--- src/rtl/usart_rx_param.sv ---
// Parametrised UART receiver: deserialises rx, checks parity/stop bits, holds one word with flags.
// Word loads one cycle after its last stop sample; a frame completing into a full, unaccepted buffer is dropped with an overrun pulse.
module usart_rx_param #(
  parameter int CLKS_PER_BIT = 434,
  parameter int DATA_BITS    = 8,
  parameter int PARITY       = 0,
  parameter int STOP_BITS    = 1,
  parameter int SYNC_STAGES  = 2
) (
  input  logic                 clk,
  input  logic                 reset,
  input  logic                 rx,
  output logic [DATA_BITS-1:0] rx_data,
  output logic                 rx_valid,
  input  logic                 rx_ready,
  output logic                 frame_err,
  output logic                 parity_err,
  output logic                 overrun,
  output logic                 busy
);

  localparam int CNT_W = $clog2(CLKS_PER_BIT);
  localparam int BIT_W = $clog2(DATA_BITS);
  localparam int HALF  = CLKS_PER_BIT / 2;

  typedef enum logic [2:0] {S_IDLE, S_START, S_DATA, S_PAR, S_STOP, S_BRK} state_t;

  state_t                 state_q, state_d;
  logic [SYNC_STAGES-1:0] sync_q;
  logic                   rxs, rxs_prev_q;
  logic [CNT_W-1:0]       cnt_q, cnt_d;
  logic [BIT_W-1:0]       bit_idx_q, bit_idx_d;
  logic [DATA_BITS-1:0]   shift_q, shift_d;
  logic                   par_q, par_d;
  logic                   fe_q, fe_d;
  logic                   pe_q, pe_d;
  logic                   bit_tick;
  logic                   frame_done, done_fe;

  logic [DATA_BITS-1:0]   data_q;
  logic                   valid_q, ofe_q, ope_q, ovr_q;

  // Synchroniser resets to the idle level so reset release never looks like a start edge.
  always_ff @(posedge clk or negedge reset) begin
    if (!reset) begin
      sync_q     <= '1;
      rxs_prev_q <= 1'b1;
    end else begin
      sync_q     <= {sync_q[SYNC_STAGES-2:0], rx};
      rxs_prev_q <= rxs;
    end
  end

  assign rxs      = sync_q[SYNC_STAGES-1];
  assign bit_tick = (cnt_q == CNT_W'(CLKS_PER_BIT - 1));

  always_ff @(posedge clk or negedge reset) begin
    if (!reset) begin
      state_q   <= S_IDLE;
      cnt_q     <= '0;
      bit_idx_q <= '0;
      shift_q   <= '0;
      par_q     <= 1'b0;
      fe_q      <= 1'b0;
      pe_q      <= 1'b0;
    end else begin
      state_q   <= state_d;
      cnt_q     <= cnt_d;
      bit_idx_q <= bit_idx_d;
      shift_q   <= shift_d;
      par_q     <= par_d;
      fe_q      <= fe_d;
      pe_q      <= pe_d;
    end
  end

  always_comb begin
    state_d    = state_q;
    cnt_d      = cnt_q;
    bit_idx_d  = bit_idx_q;
    shift_d    = shift_q;
    par_d      = par_q;
    fe_d       = fe_q;
    pe_d       = pe_q;
    frame_done = 1'b0;
    done_fe    = fe_q;
    case (state_q)
      S_IDLE: begin
        if (rxs_prev_q && !rxs) begin
          state_d = S_START;
          cnt_d   = '0;
          par_d   = 1'b0;
          fe_d    = 1'b0;
          pe_d    = 1'b0;
        end
      end
      S_START: begin
        if (cnt_q == CNT_W'(HALF - 1)) begin
          cnt_d     = '0;
          bit_idx_d = '0;
          state_d   = rxs ? S_IDLE : S_DATA;
        end else begin
          cnt_d = cnt_q + CNT_W'(1);
        end
      end
      S_DATA: begin
        if (bit_tick) begin
          cnt_d   = '0;
          shift_d = {rxs, shift_q[DATA_BITS-1:1]};
          par_d   = par_q ^ rxs;
          if (bit_idx_q == BIT_W'(DATA_BITS - 1)) begin
            bit_idx_d = '0;
            state_d   = (PARITY != 0) ? S_PAR : S_STOP;
          end else begin
            bit_idx_d = bit_idx_q + BIT_W'(1);
          end
        end else begin
          cnt_d = cnt_q + CNT_W'(1);
        end
      end
      S_PAR: begin
        if (bit_tick) begin
          cnt_d   = '0;
          pe_d    = (PARITY == 1) ? ~(par_q ^ rxs) : (par_q ^ rxs);
          state_d = S_STOP;
        end else begin
          cnt_d = cnt_q + CNT_W'(1);
        end
      end
      S_STOP: begin
        if (bit_tick) begin
          cnt_d = '0;
          if (!rxs) fe_d = 1'b1;
          if (bit_idx_q == BIT_W'(STOP_BITS - 1)) begin
            frame_done = 1'b1;
            done_fe    = fe_q | ~rxs;
            // A low final stop bit means a break: park until the line returns high.
            state_d    = rxs ? S_IDLE : S_BRK;
          end else begin
            bit_idx_d = bit_idx_q + BIT_W'(1);
          end
        end else begin
          cnt_d = cnt_q + CNT_W'(1);
        end
      end
      S_BRK: begin
        if (rxs) state_d = S_IDLE;
      end
      default: state_d = S_IDLE;
    endcase
  end

  always_ff @(posedge clk or negedge reset) begin
    if (!reset) begin
      data_q  <= '0;
      valid_q <= 1'b0;
      ofe_q   <= 1'b0;
      ope_q   <= 1'b0;
      ovr_q   <= 1'b0;
    end else begin
      ovr_q <= 1'b0;
      if (frame_done) begin
        if (valid_q && !rx_ready) begin
          ovr_q <= 1'b1;
        end else begin
          data_q  <= shift_q;
          ofe_q   <= done_fe;
          ope_q   <= pe_q;
          valid_q <= 1'b1;
        end
      end else if (valid_q && rx_ready) begin
        valid_q <= 1'b0;
        ofe_q   <= 1'b0;
        ope_q   <= 1'b0;
      end
    end
  end

  assign rx_data    = data_q;
  assign rx_valid   = valid_q;
  assign frame_err  = ofe_q;
  assign parity_err = ope_q;
  assign overrun    = ovr_q;
  assign busy       = (state_q != S_IDLE);

endmodule

--- config.mk ---
export PLATFORM = sky130hd
export DESIGN_NAME = usart_rx_param
export DESIGN_NICKNAME = d
export VERILOG_FILES = /design/src/rtl/usart_rx_param.sv
export SDC_FILE = /design/constraint.sdc
export NUM_CORES = 1
export LEC_CHECK = 0
export BUFFER_PORTS_ARGS = -buffer_cell sky130_fd_sc_hd__buf_2
export CAP_MARGIN = 20
export CORE_AREA = 4 4 96 98
export CTS_BUF_LIST = sky130_fd_sc_hd__clkbuf_4 sky130_fd_sc_hd__clkbuf_8 sky130_fd_sc_hd__clkbuf_16
export CTS_CLUSTER_DIAMETER = 120
export DETAILED_ROUTE_END_ITERATION = 12
export DIE_AREA = 0 0 100 102
export GPL_ROUTABILITY_DRIVEN = 0
export PLACE_DENSITY = 0.51
export SLEW_MARGIN = 20
export SYNTH_ARGS = -nofsm -noshare
export SYNTH_HDL_FRONTEND = slang
export SYNTH_SLANG_ARGS = --single-unit
--- constraint.sdc ---
create_clock -name clk -period 2.1 [get_ports clk]
set_input_delay 0.42 -clock clk [delete_from_list [all_inputs] [get_ports clk]]
set_output_delay 0.42 -clock clk [all_outputs]
set_load 0.05 [all_outputs]
==> flow_metrics.env <==
export IMPL_ir_worst_vdd_v=0.000349
export IMPL_synthTopCellsByArea="dfrtp_1, mux2_2, dfstp_2"
export IMPL_cts_tree="done"
export IMPL_grtUsageMet2_pct=14.3
export IMPL_cp_required_ps=2280
export IMPL_core_rowCount=34
export IMPL_drv_slew=0
export IMPL_ant_nets=0
export IMPL_grt_max_degree=42
export IMPL_nNetsFinal=235
export IMPL_drc=0
export IMPL_layoutNonFillerInstCount=334
export IMPL_drt_iter0_markers=59
export IMPL_grtUsageMet3_pct=2.66
export IMPL_hold_violations=0
export IMPL_syn_avg_cell_area_um2=11.1
export IMPL_max_freq_mhz=482
export IMPL_syn_area_um2=2030
export IMPL_status="completed"
export IMPL_finalClockSkew_ps=3.72
export IMPL_drive_above_1_share_pct=35.8
export IMPL_place_inst=325
export IMPL_critPathLaunchType="flip-flop"
export IMPL_clock_sinks=41
export IMPL_worstPathMaxFanout=2
export IMPL_antenna_found_initial=0
export IMPL_synthTopCellsByCount="dfrtp_1, mux2_2, o21ai_0, nor2_1, a21oi_1"
export IMPL_htreeDepth=2
export IMPL_yosysSeqAreaShare_pct=50.8
export IMPL_root_buffer="clkbuf_8"
export IMPL_antenna_cells=0
export IMPL_wirelength_um=4200
export IMPL_yosys_most_used_dff="dfrtp_1"
export IMPL_async_flop_share_pct=100
export IMPL_synth_seq_cells=41
export IMPL_slew_headroom_pct=64.0
export IMPL_power_mw=2.49
export IMPL_dp_hpwl_um=3070
export IMPL_die_y_um=102
export IMPL_synth_area_leader_cell="dfrtp_1"
export IMPL_setup_viol=0
export IMPL_portBuffers=16
export IMPL_critical_path_cell_chain="inv_1 > ha_1 > and4bb_1 > a41o_1 > a21boi_2 > or4b_4 > mux2_4"
export IMPL_start_util_pct=24.0
export IMPL_yosysUniqueCellTypes=46
export IMPL_fin_crit_ps=2080
export IMPL_period_share_pct=98.9
export IMPL_ctsHoldBuffers=0
export IMPL_firstDrtPassIters=4
export IMPL_layout_area_overhead_vs_synth_pct=25.2
export IMPL_vias_per_cell=4.55
export IMPL_grt_first_pass_wirelength_um=7180
export IMPL_cts_buffers=5
export IMPL_grtUsageMet1_pct=11.2
export IMPL_track_usage_pct=8.77
export IMPL_top_usage_layer="met2"
export IMPL_synth_edf_count=0
export IMPL_fillers=867
export IMPL_worstSetupPathType="flip-flop to flip-flop"
export IMPL_num_vias=1521
export IMPL_cp_slowest_cell="or4b_4"
export IMPL_syn_inst=182
export IMPL_die_w_um=100
export IMPL_crit_arrival_ps=2260
export IMPL_coreArea_um2=8470
export IMPL_min_path_type="input pin to async pin"
export IMPL_cpLargestDelayFamily="simple AND/OR/NAND/NOR gates"
export IMPL_io_pins=17
export IMPL_die_area_um2=10200
export IMPL_grt_overflow=0
export IMPL_tightest_slew_ps=541
export IMPL_wl_per_cell_um=12.6
export IMPL_synth_top_cell_area_share_pct=46.9
export IMPL_crit_path_end_kind="flip-flop"
export IMPL_cts_path_max_buffers=2
export IMPL_yosysMostFrequentCell="dfrtp_1"
export IMPL_synth_nets=192
export IMPL_crit_buf_inv=1
export IMPL_rsz0062_at_grt="true"
export IMPL_drv_cap=0
export IMPL_yosys_warnings=0
export IMPL_clk_latency_ps=290
export IMPL_power_density_nw_per_um2=981
export IMPL_grt_pass1_vias=1520
export IMPL_leakagePower_nw=1.26
export IMPL_clk_pin_slew_worst_paths_ps=80
export IMPL_critPathMaxStageDelay_ps=500
==> kinds of logic after synthesis <==
family	after synthesis	share of synthesized area, %
and+or+nand+nor	54	15.5
xor gates and xnor gates	1	0.432
adders and majority gates	6	3.70
muxes	22	12.3
DFF	41	50.8
buffers and inverters	13	2.71
AOI/OAI and AO/OA	45	14.6
==> layer usage <==
layer	share of wire [%]	vias to the layer above
met5	0	-
met4	1.3	0
met3	4.2	7
met2	46	20
met1	48	739
li1	-	755
==> what timing repair did <==
action / in CTS / in global routing
setup buffers: 1 / 0
gates resized for setup: 1 / 3
pin swaps: 1 / 3
endpoints found under the setup margin: 2 / 11
==> sequential cells by signal (all words and copies together), names as in the netlist <==
name,cells
bit_idx_q,3
cnt_q,9
fe_q,1
frame_err,1
overrun,1
par_q,1
parity_err,1
pe_q,1
rx_data,8
rx_valid,1
rxs_prev_q,1
shift_q,8
state_q,3
sync_q,2
==> worst register-to-register path: stages (launching register included) <==
cell and delay (ps):
dfrtp_1 390, inv_1 70, ha_1 140, and4bb_1 200, a41o_1 190, a21boi_2 180
or4b_4 500, mux2_4 310
==> layout by cell type (no fill, tap or decap), types with 6 or more instances in the layout <==
master,netlist,layout
inv_1,7,6
o21ai_0,13,13
buf_4,1,26
dfrtp_1,38,38
mux2_2,15,15
buf_2,1,16
ha_1,6,6
nor2_1,10,10
nand3_1,8,8
clkbuf_8,0,6
a21oi_1,9,9
==> report_power, final <==
part           switching (mW)  internal [mW]
clock                   0.268          0.400
sequential             0.0533          0.852
combinational           0.490          0.428
total                   0.811           1.68
==> final timing paths <==
check	end	start	slack [ps]	cells after the start
min	state_q[1]$_DFFE_PN0P_	reset	180	2
min in group clk	sync_q[0]$_DFF_PN1_	rx	220	1
max in group asynchronous	rxs_prev_q$_DFF_PN1_	reset	1530	2
max	state_q[1]$_DFFE_PN0P_	cnt_q[0]$_DFFE_PN0P_	20	7
max reg2reg	state_q[1]$_DFFE_PN0P_	cnt_q[0]$_DFFE_PN0P_	20	7
min reg2reg	sync_q[1]$_DFF_PN1_	sync_q[0]$_DFF_PN1_	360	0
==> stage by stage <==
stage          setup WS, ps  TNS (ps)  hold slack, ps  utilization [%]  area [µm²]
2_1_floorplan          17.3         0             124                -        2030
3_3_place_gp           69.3         0             356             28.4        2400
3_5_place_dp          -22.6     -44.0             352             28.4        2400
4_1_cts                19.1         0             203             29.9        2530
5_1_grt               -86.2      -178             204             30.0        2540
6_report               23.5         0             184             30.0        2540
==> final cells by class <==
class                      count  area, µm²  share of cell area, %
sequential                    41       1030                   40.6
multi-input combinational    128        952                   37.5
timing repair buffer          42        275                   10.8
tap                          108        135                   5.32
clock buffer                   7       90.1                   3.55
clock inverter                 1       30.0                   1.18
inverter                       7       26.3                   1.03
(Power assumes the default switching activity.)
